$ cat src/rtl/rca_pkg.sv
// rca_pkg: shared state encoding and slice width for the nibble-serial adder
package rca_pkg;
  typedef enum logic [1:0] {IDLE, ADD, DONE} state_t;
  localparam int NIB_W = 4;
endpackage

$ cat src/rtl/rca_nibble.sv
// rca_nibble: combinational 4-bit ripple-carry slice; c3 is the carry into the top bit
module rca_nibble
  import rca_pkg::*;
(
  input  logic [NIB_W-1:0] a,
  input  logic [NIB_W-1:0] b,
  input  logic             ci,
  output logic [NIB_W-1:0] s,
  output logic             co,
  output logic             c3
);
  logic [NIB_W:0] c;
  assign c[0] = ci;
  for (genvar i = 0; i < NIB_W; i++) begin : g_fa
    assign s[i]   = a[i] ^ b[i] ^ c[i];
    assign c[i+1] = (a[i] & b[i]) | (c[i] & (a[i] ^ b[i]));
  end
  assign co = c[NIB_W];
  assign c3 = c[NIB_W-1];
endmodule

$ cat src/rtl/rca_seq_ctrl.sv
// rca_seq_ctrl: adds two WIDTH-bit operands one nibble per cycle through a single shared slice
module rca_seq_ctrl
  import rca_pkg::*;
#(
  parameter int WIDTH = 16
) (
  input  logic             clk,
  input  logic             rst_n,
  input  logic             in_valid,
  output logic             in_ready,
  input  logic [WIDTH-1:0] a,
  input  logic [WIDTH-1:0] b,
  input  logic             cin,
  output logic             out_valid,
  input  logic             out_ready,
  output logic [WIDTH-1:0] sum,
  output logic             cout,
  output logic             ovf,
  output logic             busy
);
  localparam int NUM_NIB = WIDTH / NIB_W;
  localparam int CNT_W   = $clog2(NUM_NIB);
  state_t           state, state_nx;
  logic [CNT_W-1:0] cnt;
  logic [WIDTH-1:0] a_q, b_q;
  logic             carry;
  logic [NIB_W-1:0] nib_s;
  logic             nib_co, nib_c3;
  logic             last;
  assign last      = cnt == CNT_W'(NUM_NIB - 1);
  assign in_ready  = state == IDLE;
  assign out_valid = state == DONE;
  assign busy      = state != IDLE;
  rca_nibble u_nib (
    .a  (a_q[cnt*NIB_W +: NIB_W]),
    .b  (b_q[cnt*NIB_W +: NIB_W]),
    .ci (carry),
    .s  (nib_s),
    .co (nib_co),
    .c3 (nib_c3)
  );
  always_ff @(posedge clk or negedge rst_n)
    if (!rst_n) state <= IDLE;
    else        state <= state_nx;
  always_comb begin
    state_nx = state;
    case (state)
      IDLE:    state_nx = in_valid  ? ADD  : IDLE;
      ADD:     state_nx = last      ? DONE : ADD;
      DONE:    state_nx = out_ready ? IDLE : DONE;
      default: state_nx = IDLE;
    endcase
  end
  // cin is parked in the carry register so nibble 0 sees it like every later nibble sees its chain
  always_ff @(posedge clk or negedge rst_n)
    if (!rst_n) begin
      a_q   <= '0;
      b_q   <= '0;
      carry <= 1'b0;
      cnt   <= '0;
      sum   <= '0;
      cout  <= 1'b0;
      ovf   <= 1'b0;
    end else if (state == IDLE && in_valid) begin
      a_q   <= a;
      b_q   <= b;
      carry <= cin;
      cnt   <= '0;
    end else if (state == ADD) begin
      sum[cnt*NIB_W +: NIB_W] <= nib_s;
      carry                   <= nib_co;
      if (last) begin
        cout <= nib_co;
        ovf  <= nib_c3 ^ nib_co;
      end else begin
        cnt <= cnt + 1'b1;
      end
    end
endmodule

$ cat config.mk
export PLATFORM = sky130hd
export DESIGN_NAME = rca_seq_ctrl
export DESIGN_NICKNAME = d
export VERILOG_FILES = /design/src/rtl/rca_pkg.sv /design/src/rtl/rca_nibble.sv /design/src/rtl/rca_seq_ctrl.sv
export SDC_FILE = /design/constraint.sdc
export NUM_CORES = 1
export LEC_CHECK = 0
export CORE_MARGIN = 2
export CORE_UTILIZATION = 50
export CTS_CLUSTER_SIZE = 24
export DETAILED_ROUTE_END_ITERATION = 6
export PLACE_DENSITY = 0.82
export SLEW_MARGIN = 20
export SYNTH_ARGS = -nofsm -noshare
export SYNTH_HDL_FRONTEND = slang
export SYNTH_SLANG_ARGS = --single-unit
$ cat constraint.sdc
create_clock -name clk -period 3.85 [get_ports clk]
set_input_delay 0.77 -clock clk [delete_from_list [all_inputs] [get_ports clk]]
set_output_delay 0.77 -clock clk [all_outputs]
set_load 0.02 [all_outputs]
Yosys cells after proc, flatten, opt, wreduce, memory -nomap -nowiden
Cells that the tools add are included.
Word-level totals
  flip-flop bits (word level): 55
Operators by class
  add/subtract/negate cells: 2
  eq/ne operators: 4
  shift operators: 4
  muxes and demuxes: 10
  bitwise operators: 22
  reduce and logical (&&, ||, !) cells: 7
Operators with widths (number)
  $neg 4->34: 1
  $shift 4x34->16 const A: 1
  $shiftx 4x34->16: 1
  $shiftx 16x5->4: 2
  $bwmux 16: 1
  $mux 2: 5
  $xor 1x1->1: 9
  $and 1x1->1: 8
  $pmux 2 s3: 1
  $eq 2x2->1 const B: 2
  $or 1x1->1: 4
  $reduce_and 2->1: 2
  $reduce_bool 2->1: 2
  $mux 1: 3
  $reduce_and 3->1: 1
  $add 2x1->2 const B: 1
  $eq 2x1->1 const B: 1
  $logic_not 2->1: 1
  $ne 2x1->1 const B: 1
  $logic_and 1x1->1: 1
  $not 1->1: 1

Logic depth before layout (Yosys ltp)
  depth in word-level cells: 12
  mapped depth: 13
  gate-level depth less buffers: 12

Modules after synthesis
Synthesis repeated with hierarchy kept, for this count alone.
Second synthesis, totals
  cells, all modules: 169
  area, all modules: 2562.5 sq um
By module, submodules not included
  rca_seq_ctrl: instances 1, cells each 157, area an instance 2452.4 sq um, sequential area each 1376.3 sq um
  rca_nibble: instances 1, cells each 12, area an instance 110.1 sq um, sequential area each 0.0 sq um

Worst setup path before layout
OpenSTA, ideal clock, no wires.
  kind: register -> register
  start point: reg cnt[0]
  end point: reg carry
  arrival time: 2724 ps
  required time: 3731 ps
  slack: 1007 ps
  stages on the path, launching flop included: 12
  path through: dfrtp_1 buf_2 buf_4 mux4_2 fa_1 inv_1 fa_1 inv_1 fa_1 nor3b_1 a21oi_1 o21a_1
On the way
  longest elaborated chain between the ends: 12
RTL lines
  from (decl): RTL line rca_seq_ctrl.sv:24  | logic [CNT_W-1:0] cnt;
  from (signal assigned): RTL line rca_seq_ctrl.sv:76  | cnt <= cnt + 1'b1;
  $shiftx 16x5->4, on equally long branches: RTL line rca_seq_ctrl.sv:35, rca_seq_ctrl.sv:36
  $xor 1x1->1: RTL line rca_nibble.sv:16  | assign c[i+1] = (a[i] & b[i]) | (c[i] & (a[i] ^ b[i]));
  $and 1x1->1: RTL line rca_nibble.sv:16
  $or 1x1->1: RTL line rca_nibble.sv:16
  $and 1x1->1: RTL line rca_nibble.sv:16
  $or 1x1->1: RTL line rca_nibble.sv:16
  $and 1x1->1: RTL line rca_nibble.sv:16
  $or 1x1->1: RTL line rca_nibble.sv:16
  $and 1x1->1: RTL line rca_nibble.sv:16
  $or 1x1->1 *: RTL line rca_nibble.sv:16
  net nib_co: RTL line rca_seq_ctrl.sv:28  | logic nib_co, nib_c3;
  $mux 1 *: RTL line rca_seq_ctrl.sv:69  | end else if (state == ADD) begin
  $mux 1 *: RTL line rca_seq_ctrl.sv:64  | end else if (state == IDLE && in_valid) begin
  to (signal assigned): RTL line rca_seq_ctrl.sv:67  | carry <= cin;
  to (signal assigned): RTL line rca_seq_ctrl.sv:71  | carry <= nib_co;
  to (decl): RTL line rca_seq_ctrl.sv:26  | logic carry;
The timed path passes the listed nets; every way through them passes the cells marked *. The select of a mux whose other input is x is not followed.
A chain may end at the register's enable or synchronous reset.

Worst setup path after layout
  start point: reg cnt[1]
  end point: reg sum[3]
On the way
  longest elaborated chain between the ends: 11
RTL lines
  $shiftx 16x5->4, on equally long branches: RTL line rca_seq_ctrl.sv:35, rca_seq_ctrl.sv:36
  $xor 1x1->1: RTL line rca_nibble.sv:15, rca_nibble.sv:16
  $and 1x1->1: RTL line rca_nibble.sv:16
  $or 1x1->1: RTL line rca_nibble.sv:16
  $and 1x1->1: RTL line rca_nibble.sv:16
  $or 1x1->1: RTL line rca_nibble.sv:16
  $and 1x1->1: RTL line rca_nibble.sv:16
  $or 1x1->1: RTL line rca_nibble.sv:16
  $xor 1x1->1: RTL line rca_nibble.sv:15  | assign s[i] = a[i] ^ b[i] ^ c[i];
  $shiftx 4x34->16: RTL line rca_seq_ctrl.sv:70  | sum[cnt*NIB_W +: NIB_W] <= nib_s;
  $bwmux 16 *: RTL line rca_seq_ctrl.sv:70
  to (signal, indexed assignment): RTL line rca_seq_ctrl.sv:70
  to (decl): RTL line rca_seq_ctrl.sv:16  | output logic [WIDTH-1:0] sum,
Mark *: on every way between the ends. The rest lies on a longest branch, timed or not.

==> reports/results.tsv <==
stage	metric	value	unit
synthesis	post-synth top area cell	dfrtp_1	
clocking	CTS max path bufs	2	
sta	setup TNS	0	ns
clocking	number of buffers created by CTS	5	
finish	# diodes	0	
setup_path	Crit-path slowest cell	dfrtp_1	
sta	RSZ-0062 raised after global routing	false	
die	Ports	58	
sta	final hold slack	0.4813	ns
finish	Final nets	289	
clocking	CTS H-Tree Depth	2	
route	DRT Pass-1 Iters	4	
synthesis	multiplexer area fraction after synthesis	21.76	%
route	Routed wire per std cell	15.23	um
synthesis	Syn Std Cell Area	0.002587	mm^2
route	Top Metal Used	met4	
sta	Tcrit/Tclk final	75.78	%
sta	Tmin final	2.918	ns
route	detailed-route DRC error count	0	
synthesis	Simple-Gate Fraction of Synth Area	8.656	%
power	Leak	0.001419	uW
place	IO Port Bufs	57	
synthesis	YS warnings	0	
sta	Worst Skew	0.006180	ns
clocking	Worst-path clk slew	0.10	ns
sta	Worst slew margin	54.93	%
synthesis	Post-Synth XOR/XNOR Area	0.3385	%
grt	initial antenna violation count	0	
place	global placement routability congestion	0.7286	
place	dpl hpwl	3.676	mm
job	max cap viols	0	
setup_path	crit-path max FO	13	
setup_path	Startpoint Class	flop	
clocking	clk sinks	55	
synthesis	Yosys top cell area share	53.19	%
synthesis	post-synthesis sequential area ratio	53.19	%
route	Post-DRT Antenna Nets	0	
setup_path	Worst EP required	4.05	ns
finish	share of cells above drive strength 1	23.05	%
synthesis	number of synthesized register bits	55	
setup_path	worst setup path category	reg2reg	
synthesis	top post-synthesis cells by area	dfrtp_1, mux2_2, mux4_2, fa_1, a22o_1	
clocking	CTS Root Cell	clkbuf_8	
setup_path	worst path cell trace	mux4_2, inv_1, fa_1, inv_1, fa_1, inv_1, fa_1, inv_1, fa_1, a22o_1	
grt	grt ovf	0	
route	met2 WL	2.311	mm
setup_path	arrival time at the worst endpoint	3.12	ns
sta	final setup fails	0	
setup_path	delay-heaviest family, CP	adder cells	
die	DIE AREA	0.005766	mm^2
synthesis	largest family of logic cells by synthesized area	multiplexers	
setup_path	CP endpoint kind	flop	
synthesis	Synth Area in Compound Gates	5.658	%
clocking	hold buffer count at CTS	0	
synthesis	Synth cell types	28	
clocking	Resize count post-CTS	0	
sta	Final Max Slew Viols	0	
finish	FF+latch area	0.001376	mm^2
synthesis	Net Count, Synth	230	
die	Die W	75.94	um
die	Core Region	0.005042	mm^2
finish	Filler Cell Count	399	
clocking	CTS tree	yes	
setup_path	CP Launch Point	cnt[1]	
grt	first-pass GRT wire length	8.052	mm
route	detailed-route via count	1652	
hold_path	Worst Hold Class	in2async	
finish	Syn-to-layout area delta	26.98	%
route	DRT iter0 DRCs	86	
run_status	outcome	completed	
setup_path	CP bufs+invs	4	
grt	vias in the first global route	1656	
route	M1 wire length	2.127	mm
sta	Final Hold Fails	0	
setup_path	CP peak stage delay	0.65	ns
clocking	clock latency on the worst-skew pair	0.31	ns
synthesis	syn avg cell area	14.14	um^2
power	VDD IR-drop max	472.2	uV
clocking	Post-CTS Setup Repair Bufs	0	
power	Power Dens Cells	873.9	mW/mm^2
synthesis	Synth Instances	183	
route	met3 wire length	254	um
sta	Max Clock Freq	0.3428	GHz
grt	largest net degree at the start of global routing	34	
die	Site Rows	26	
synthesis	post-synthesis adder-cell area fraction	5.996	%
route	vias per inst	5.278	
sta	Slew @ Worst Pin	0.6761	ns
setup_path	reg2reg start	cnt[1]	
grt	GRT Util Overall	17.62	%
route	DRT Wirelength	4.768	mm
finish	area occupied by multi-input gates	0.001097	mm^2
die	initial core utilization	51.32	%
die	Die Height	75.94	um
==> report_power, final <==
part | switching [uW] | internal, uW
Sequential | 199 | 843
Combinational | 717 | 795
Clock | 190 | 128
Total | 1110 | 1770
==> cell type report <==
class                   count  area share, %
multi-input cells         107          33.40
well taps                  70          2.666
clock buffers               5          2.094
clock inverters             3         0.5712
flip-flops and latches     55          41.89
inverters                  13          1.485
repair buffers             60          17.90
==> per-stage QoR <==
stage	worst slack [ns]	util [%]	power, uW	std cells	instance area (um^2)
5_1_grt	0.6833	65.16	3086	313	3286
2_1_floorplan	1.007	-	2126	183	2587
3_5_place_dp	0.9261	63.42	2589	305	3198
3_3_place_gp	0.9839	63.42	2548	305	3198
6_report	0.9325	65.16	2871	313	3286
4_1_cts	0.9119	65.16	2901	313	3286
==> worst register-to-register path: cells and delay by family, from the launching register on <==
family,cells,cell delay [ns]
multiplexers,1,0.29
buffers and inverters,4,0.25
AO/OA/AOI/OAI,1,0.23
flip-flops,1,0.65
adder cells (fa/ha/maj),4,1.38
==> synth_stat cells (all sizes together) <==
master  count
dfrtp      55
mux2       34
inv        13
nand2      10
o21ai      10
a22o        9
mux4        8
buf         7
ha          6
nand3b      5
fa          4
nor2        3
nor3b       3
a21oi       2
nand2b      2
nor3        2
nor4b       2
or3         2
or4b        2
clkbuf      1
o21a        1
or2         1
xor2        1
==> per-layer routing <==
layer / vias up / global-route usage (%)
li1: 771 / -
met1: 812 / 22.96
met2: 59 / 29.11
met3: 10 / 4.524
met4: 0 / 5.818
met5: - / 0
==> logic make-up (layout without fill, tap and decap cells) <==
kind of cell             Yosys count  after routing
XOR/XNOR                           1              1
multiplexers                      42             42
flip-flops                        55             55
buffers and inverters             21             81
adder cells (fa/ha/maj)           10             10
AND/OR/NAND/NOR                   32             32
AO/OA/AOI/OAI                     22             22
==> cells in the final DEF, fill, tap and decap left out <==
cell	count
nand3b_4	2
nor2_1	3
buf_2	1
o21ai_0	10
or3_1	2
mux2_2	32
nand2_1	10
clkbuf_8	5
xor2_1	1
clkinv_2	2
mux2_1	2
clkdlybuf4s50_1	56
nor3b_1	2
a21oi_1	2
nor3_1	2
o21a_1	1
buf_4	3
inv_6	1
or4b_1	2
nor4b_1	2
mux4_2	8
nand2b_1	2
ha_1	6
a22o_1	9
inv_1	13
nand3b_1	3
or2_2	1
dfrtp_1	55
nor3b_4	1
fa_1	4
==> sequential cells by signal (all words and copies together), names as in the netlist <==
| name | flops |
|---|---|
| cnt | 2 |
| a_q | 16 |
| ovf | 1 |
| carry | 1 |
| sum | 16 |
| state | 2 |
| cout | 1 |
| b_q | 16 |
==> final timing paths <==
kind / to / slack [ns] / depth (start not counted)
max: sum[3] / 0.93 / 10
min in group clk: sum[4] / 0.50 / 2
max in group asynchronous: b_q[3] / 2.60 / 2
max reg2reg: sum[3] / 0.93 / 10
min: sum[8] / 0.48 / 1
min reg2reg: sum[4] / 0.50 / 2
Power figures use the tool's default switching activity.
